`config.mk`:
```
export PLATFORM = sky130hd
export DESIGN_NAME = ram_arbiter_flat
export DESIGN_NICKNAME = d
export VERILOG_FILES = /design/src/rtl/ram_arb_pkg.sv /design/src/rtl/ram_arbiter_if.sv /design/src/rtl/ram_arbiter_rr_arb2.sv /design/src/rtl/ram_arbiter.sv /design/src/flat_wrapper.sv
export SDC_FILE = /design/constraint.sdc
export NUM_CORES = 1
export LEC_CHECK = 0
export BUFFER_PORTS_ARGS = -buffer_cell sky130_fd_sc_hd__buf_4
export CORE_ASPECT_RATIO = 0.8
export CORE_UTILIZATION = 33
export CTS_BUF_LIST = sky130_fd_sc_hd__clkbuf_4
export DETAILED_ROUTE_END_ITERATION = 8
export GPL_TIMING_DRIVEN = 1
export PLACE_DENSITY = 0.63
export SETUP_SLACK_MARGIN = 0.05
export SYNTH_ARGS = -nofsm -noshare
export SYNTH_HDL_FRONTEND = slang
export SYNTH_SLANG_ARGS = --single-unit
export TNS_END_PERCENT = 100
```
`constraint.sdc`:
```
create_clock -name clk -period 6.5 [get_ports clk]
set_clock_uncertainty 0.15 [all_clocks]
set_input_delay 1.3 -clock clk [delete_from_list [all_inputs] [get_ports clk]]
set_output_delay 1.3 -clock clk [all_outputs]
set_load 0.01 [all_outputs]
```
`src/rtl/ram_arb_pkg.sv`:
```
// Shared constants and state encoding for the two-port RAM arbiter.
package ram_arb_pkg;

  localparam int DEF_DATA_W = 32;
  localparam int DEF_ADDR_W = 30;
  localparam int DEF_BE_W   = 4;

  // Requester indices into the request/grant vectors.
  localparam logic PORT_I = 1'b0;
  localparam logic PORT_D = 1'b1;

  typedef enum logic [1:0] {
    ST_IDLE   = 2'd0,
    ST_ACCESS = 2'd1,
    ST_RESP   = 2'd2
  } state_t;

endpackage

```
`src/rtl/ram_arbiter_if.sv`:
```
// Bundle of requester-side and RAM-side signals around the arbiter.
interface ram_arbiter_if
  import ram_arb_pkg::*;
#(
  parameter int DATA_W = DEF_DATA_W,
  parameter int ADDR_W = DEF_ADDR_W,
  parameter int BE_W   = DEF_BE_W
);

  // Instruction port
  logic              i_req;
  logic [ADDR_W-1:0] i_addr;
  logic              i_ack;
  logic [DATA_W-1:0] i_rdata;

  // Data port
  logic              d_req;
  logic [BE_W-1:0]   d_we;
  logic [ADDR_W-1:0] d_addr;
  logic [DATA_W-1:0] d_wdata;
  logic              d_ack;
  logic [DATA_W-1:0] d_rdata;

  // RAM side
  logic              ram_cs;
  logic [BE_W-1:0]   ram_we;
  logic [ADDR_W-1:0] ram_addr;
  logic [DATA_W-1:0] ram_wdata;
  logic [DATA_W-1:0] ram_rdata;

  // Arbiter view
  modport slave (
    input  i_req, i_addr, d_req, d_we, d_addr, d_wdata, ram_rdata,
    output i_ack, i_rdata, d_ack, d_rdata, ram_cs, ram_we, ram_addr, ram_wdata
  );

  // Requesters plus RAM view
  modport master (
    output i_req, i_addr, d_req, d_we, d_addr, d_wdata, ram_rdata,
    input  i_ack, i_rdata, d_ack, d_rdata, ram_cs, ram_we, ram_addr, ram_wdata
  );

endinterface

```
`src/rtl/ram_arbiter_rr_arb2.sv`:
```
// Two-way round-robin picker: a lone requester always wins, on contention
// the port that was not granted last wins.
module rr_arb2 (
  input  logic [1:0] req,
  input  logic       last,
  output logic [1:0] gnt
);

  // Combinational grant selection
  always_comb begin
    gnt = req;
    if (req == 2'b11) gnt = last ? 2'b01 : 2'b10;
  end

endmodule

```
`src/rtl/ram_arbiter.sv`:
```
// Shares one synchronous RAM between an instruction and a data requester.
// Each transaction walks IDLE -> ACCESS -> RESP, giving an ack three cycles
// after the request is sampled in IDLE.
module ram_arbiter
  import ram_arb_pkg::*;
#(
  parameter int DATA_W = DEF_DATA_W,
  parameter int ADDR_W = DEF_ADDR_W,
  parameter int BE_W   = DEF_BE_W
) (
  input logic          clk,
  input logic          rst,
  ram_arbiter_if.slave bus
);

  state_t            state_q;
  logic              last_q;
  logic              gnt_d_q;
  logic              rd_q;
  logic              ram_cs_q;
  logic [BE_W-1:0]   ram_we_q;
  logic [ADDR_W-1:0] ram_addr_q;
  logic [DATA_W-1:0] ram_wdata_q;
  logic              i_ack_q;
  logic              d_ack_q;
  logic [DATA_W-1:0] i_rdata_q;
  logic [DATA_W-1:0] d_rdata_q;

  logic [1:0]        elig;
  logic [1:0]        gnt;
  logic [ADDR_W-1:0] sel_addr;
  logic [BE_W-1:0]   sel_we;
  logic [DATA_W-1:0] sel_wdata;

  // A request seen while its own ack is high is the stale tail of the
  // transaction just completed, so it is masked for that cycle.
  assign elig[PORT_I] = bus.i_req & ~i_ack_q;
  assign elig[PORT_D] = bus.d_req & ~d_ack_q;

  rr_arb2 u_rr (
    .req  (elig),
    .last (last_q),
    .gnt  (gnt)
  );

  // Select the granted port's command; instruction side is always a read
  always_comb begin
    sel_addr  = bus.i_addr;
    sel_we    = '0;
    sel_wdata = '0;
    if (gnt[PORT_D]) begin
      sel_addr  = bus.d_addr;
      sel_we    = bus.d_we;
      sel_wdata = bus.d_wdata;
    end
  end

  // Transaction FSM with registered RAM control, acks and read data
  always_ff @(posedge clk or posedge rst) begin
    if (rst) begin
      state_q     <= ST_IDLE;
      last_q      <= PORT_I;
      gnt_d_q     <= 1'b0;
      rd_q        <= 1'b0;
      ram_cs_q    <= 1'b0;
      ram_we_q    <= '0;
      ram_addr_q  <= '0;
      ram_wdata_q <= '0;
      i_ack_q     <= 1'b0;
      d_ack_q     <= 1'b0;
      i_rdata_q   <= '0;
      d_rdata_q   <= '0;
    end else begin
      i_ack_q <= 1'b0;
      d_ack_q <= 1'b0;
      unique case (state_q)
        ST_IDLE: begin
          if (|gnt) begin
            state_q     <= ST_ACCESS;
            ram_cs_q    <= 1'b1;
            ram_we_q    <= sel_we;
            ram_addr_q  <= sel_addr;
            ram_wdata_q <= sel_wdata;
            gnt_d_q     <= gnt[PORT_D];
            last_q      <= gnt[PORT_D];
            rd_q        <= (sel_we == '0);
          end
        end
        ST_ACCESS: begin
          state_q  <= ST_RESP;
          ram_cs_q <= 1'b0;
          ram_we_q <= '0;
        end
        ST_RESP: begin
          state_q <= ST_IDLE;
          if (gnt_d_q) begin
            d_ack_q <= 1'b1;
            if (rd_q) d_rdata_q <= bus.ram_rdata;
          end else begin
            i_ack_q   <= 1'b1;
            i_rdata_q <= bus.ram_rdata;
          end
        end
        default: state_q <= ST_IDLE;
      endcase
    end
  end

  assign bus.ram_cs    = ram_cs_q;
  assign bus.ram_we    = ram_we_q;
  assign bus.ram_addr  = ram_addr_q;
  assign bus.ram_wdata = ram_wdata_q;
  assign bus.i_ack     = i_ack_q;
  assign bus.d_ack     = d_ack_q;
  assign bus.i_rdata   = i_rdata_q;
  assign bus.d_rdata   = d_rdata_q;

endmodule

```
`src/flat_wrapper.sv`:
```
// flat-port wrapper written by rule: the top's interface ports become plain ports
module ram_arbiter_flat import ram_arb_pkg::*;
#(
  parameter int DATA_W = DEF_DATA_W,
  parameter int ADDR_W = DEF_ADDR_W,
  parameter int BE_W   = DEF_BE_W
)
  (clk, rst, bus_i_req, bus_i_addr, bus_d_req, bus_d_we, bus_d_addr, bus_d_wdata, bus_ram_rdata, bus_i_ack, bus_i_rdata, bus_d_ack, bus_d_rdata, bus_ram_cs, bus_ram_we, bus_ram_addr, bus_ram_wdata);
  ram_arbiter_if #(.DATA_W(DATA_W), .ADDR_W(ADDR_W), .BE_W(BE_W)) bus_i ();
  input logic clk;
  input logic rst;
  input wire logic [$bits(bus_i.i_req)-1:0] bus_i_req;
  input wire logic [$bits(bus_i.i_addr)-1:0] bus_i_addr;
  input wire logic [$bits(bus_i.d_req)-1:0] bus_d_req;
  input wire logic [$bits(bus_i.d_we)-1:0] bus_d_we;
  input wire logic [$bits(bus_i.d_addr)-1:0] bus_d_addr;
  input wire logic [$bits(bus_i.d_wdata)-1:0] bus_d_wdata;
  input wire logic [$bits(bus_i.ram_rdata)-1:0] bus_ram_rdata;
  output wire logic [$bits(bus_i.i_ack)-1:0] bus_i_ack;
  output wire logic [$bits(bus_i.i_rdata)-1:0] bus_i_rdata;
  output wire logic [$bits(bus_i.d_ack)-1:0] bus_d_ack;
  output wire logic [$bits(bus_i.d_rdata)-1:0] bus_d_rdata;
  output wire logic [$bits(bus_i.ram_cs)-1:0] bus_ram_cs;
  output wire logic [$bits(bus_i.ram_we)-1:0] bus_ram_we;
  output wire logic [$bits(bus_i.ram_addr)-1:0] bus_ram_addr;
  output wire logic [$bits(bus_i.ram_wdata)-1:0] bus_ram_wdata;
  assign bus_i.i_req = bus_i_req;
  assign bus_i.i_addr = bus_i_addr;
  assign bus_i.d_req = bus_d_req;
  assign bus_i.d_we = bus_d_we;
  assign bus_i.d_addr = bus_d_addr;
  assign bus_i.d_wdata = bus_d_wdata;
  assign bus_i.ram_rdata = bus_ram_rdata;
  assign bus_i_ack = bus_i.i_ack;
  assign bus_i_rdata = bus_i.i_rdata;
  assign bus_d_ack = bus_i.d_ack;
  assign bus_d_rdata = bus_i.d_rdata;
  assign bus_ram_cs = bus_i.ram_cs;
  assign bus_ram_we = bus_i.ram_we;
  assign bus_ram_addr = bus_i.ram_addr;
  assign bus_ram_wdata = bus_i.ram_wdata;
  ram_arbiter #(.DATA_W(DATA_W), .ADDR_W(ADDR_W), .BE_W(BE_W)) u_core (.clk(clk), .rst(rst), .bus(bus_i));
endmodule
```
==> impl_metrics.csv <==
group,metric,value,unit
yosys,synthMuxAreaShare,14.8,%
clocking,cts_buffer_depth,2,
sta,drv_slew,0,
placement,dpl.hpwl,10400,um
setup_path,endpoint_kind,"register",
setup_path,crit_start,"bus_i_req",
sta,fin_tns_setup,0,ns
routing,firstDrtPassIters,5,
global_routing,grt_overflow,0,
global_routing,grt_pass1_vias,4169,
min_path,whs_endpoint,"u_core.bus.ram_cs",
routing,ant_nets,0,
yosys,synthTopCellsByArea,"dfrtp_1, mux2_2, a21oi_1",
sta,relSlewSlack,22.3,%
run,drv_cap,0,
sta,hold_viol,0,
yosys,synth_ff_type,"dfrtp_1",
sta,worst_slew_pin_slew,1.16,ns
routing,vias,4244,
placement,gp_congestion,0.831,
pwr,power_frac_comb,46.8,%
pwr,leakagePower,0.00388,uW
sta,fin_ws,3.69,ns
yosys,netlist_instances,404,
yosys,ys_seq_elements,137,
yosys,netlist_area,5380,um^2
floorplanning,fp.dieW,145,um
sta,fmax,356,MHz
yosys,synth_edf_count,0,
routing,wl,14400,um
setup_path,timing.rr.end,"u_core.bus.ram_wdata[21]",
yosys,synth_xor_area_share,0,%
cells_and_area,drive_gt1_share,52.8,%
yosys,yosysTopAreaCellShare,63.7,%
cells_and_area,syn_to_final_growth,44.3,%
yosys,ys_seq_area_share,63.7,%
cells_and_area,fillers,1432,
clocking,clkSlewWorstSetupHoldPaths,0.11,ns
routing,drc,0,
yosys,syn_avg_cell_area,13.3,um^2
pwr,switching_power,1390,uW
min_path,whs_path_depth,2,
floorplanning,start_util,33.9,%
yosys,ys_top_cells_by_count,"dfrtp_1, a21oi_1, mux2_2",
cells_and_area,n_antenna_cell,0,
setup_path,cp.required,6.69,ns
global_routing,antenna_found_initial,0,
cells_and_area,multiInputGateArea,1780,um^2
sta,setup-violations-final,0,
floorplanning,core-area,15900,um^2
cells_and_area,fin_nets,797,
setup_path,worstSetupPathType,"in -> reg",
run_status,status,"finished clean",
global_routing,grt_pass1_wl,21500,um
floorplanning,die_h,116,um
clocking,cts_tree,"done",
placement,pre_cts_ws,3.18,ns
sta,period_share,43.2,%
clocking,hold_buffers,0,
yosys,syn-num-nets,536,
setup_path,worstPathArrival,3.00,ns
clocking,clkSinkCount,137,
setup_path,crit_path_max_fanout,70,
yosys,synth_top_family_by_area,"multiplexers",
floorplanning,rows,41,
sta,period_needed,2.81,ns
clocking,postCtsSetupBuffers,0,
floorplanning,io_pins,265,
setup_path,reg2reg_slack,4.15,ns
routing,vias_per_cell,4.76,
placement,portBuffers,264,
sta,rsz0062_at_grt,"no",
yosys,ys_async_sr_fraction,100,%
cells_and_area,regArea,3430,um^2
pwr,seqPwrFrac,39.6,%
clocking,ctsResizeCount,0,
yosys,yosysUniqueCellTypes,28,
clocking,clock-root-buffer,"clkbuf_4",
yosys,yosys_warnings,0,
setup_path,r2r_cells,5,
yosys,synthAdderAreaFrac,0,%
pwr,ir_drop,0.236,mV
clocking,htreeDepth,4,
clocking,worstSkewPairLatency,0.52,ns
yosys,synthSimpleGateAreaFrac,6.14,%
min_path,min-delay-start,"u_core.bus.ram_cs",
floorplanning,die_area,16800,um^2
yosys,yosys.area.top_type,"dfrtp_1",
routing,drt_iter0_markers,172,
routing,wire_per_inst,16.2,um
global_routing,grt_max_degree,73,
min_path,hp-class,"reg -> reg",
setup_path,r2r-start,"u_core.state_q[0]",
pwr,p_int,2510,uW
setup_path,critPathLaunchType,"primary input",
pwr,clkPwrFrac,13.6,%
pwr,sw_frac_of_total,35.7,%
clocking,numCtsBuffers,17,
yosys,yosysMostFrequentCell,"dfrtp_1",
global_routing,grt_usage,17.0,%
yosys,synth_compound_area_share,12.1,%
pwr,power_density,502,nW/um^2
cell type report:
cell class | instances | share of cell area [%]
clock inverter | 10 | 1.35
tap | 215 | 3.46
timing repair buffer | 268 | 25.9
multi-input combinational | 238 | 23.0
inverter | 3 | 0.210
clock buffer | 20 | 1.93
sequential | 137 | 44.2
stage by stage:
step / hold slack [ns] / instances / cell area (um^2) / utilization [%] / total power [uW]
floorplan: 0.356 / 404 / 5380 / - / 2510
finish: 0.344 / 891 / 7760 / 49.0 / 3900
global route: 0.376 / 891 / 7760 / 49.0 / 4180
global placement: 0.320 / 861 / 7510 / 47.4 / 3360
CTS: 0.351 / 891 / 7760 / 49.0 / 3950
detailed placement: 0.323 / 861 / 7510 / 47.4 / 3410
layer usage:
metal / GRT usage [%] / vias to the layer above / wire length, um
met4: 6.53 / 0 / 238
li1: - / 1945 / -
met2: 27.4 / 217 / 6970
met5: 0 / - / 0
met3: 6.56 / 17 / 1340
met1: 20.5 / 2065 / 5850
worst max-delay path by stage:
| stage | to | slack, ns | cells after the start |
|---|---|---|---|
| floorplan | u_core.bus.d_ack | 1.38 | 1 |
| global placement | u_core.rd_q | 3.23 | 7 |
| detailed placement | u_core.rd_q | 3.18 | 7 |
| CTS | u_core.rd_q | 3.79 | 7 |
| global route | u_core.rd_q | 3.60 | 7 |
| finish | u_core.rd_q | 3.69 | 7 |
state kept, by name, indices dropped and copies added, names as in the netlist:
signal / cells
u_core.bus.i_ack: 1
u_core.bus.ram_addr: 30
u_core.last_q: 1
u_core.bus.ram_we: 4
u_core.bus.ram_wdata: 32
u_core.bus.ram_cs: 1
u_core.bus.i_rdata: 32
u_core.bus.d_rdata: 32
u_core.state_q: 2
u_core.rd_q: 1
u_core.bus.d_ack: 1
kinds of logic after synthesis:
group / after synthesis
flip-flops: 137
AO/OA/AOI/OAI: 99
AND/OR/NAND/NOR: 75
multiplexers: 64
buffers and inverters: 29
power groups by stage:
stage / sequential (uW) / combinational (uW) / clock, uW
6_report: 1540 / 1830 / 529
2_1_floorplan: 1710 / 798 / 0
3_5_place_dp: 1550 / 1860 / 0
4_1_cts: 1550 / 1850 / 549
3_3_place_gp: 1550 / 1810 / 0
5_1_grt: 1600 / 2000 / 586
placed cells by master (no fill, tap or decap), drive strengths merged:
| master | count |
|---|---|
| a21o | 1 |
| a21oi | 60 |
| a22o | 32 |
| a31oi | 1 |
| a32o | 4 |
| and2 | 1 |
| and3b | 1 |
| buf | 268 |
| bufinv | 2 |
| clkbuf | 20 |
| clkinv | 5 |
| clkinvlp | 3 |
| dfrtp | 137 |
| inv | 3 |
| mux2 | 64 |
| nand2 | 34 |
| nand2b | 1 |
| nand3b | 1 |
| nor2 | 33 |
| nor2b | 2 |
| nor3b | 1 |
| o21ai | 1 |
| or4 | 1 |
worst max-delay path, stage by stage:
cell	delay, ns
buf_4	0.11
nor2b_1	0.14
o21ai_4	0.12
buf_4	0.61
inv_2	0.45
nor2_1	0.18
a31oi_1	0.05
Power figures use the tool's default switching activity.
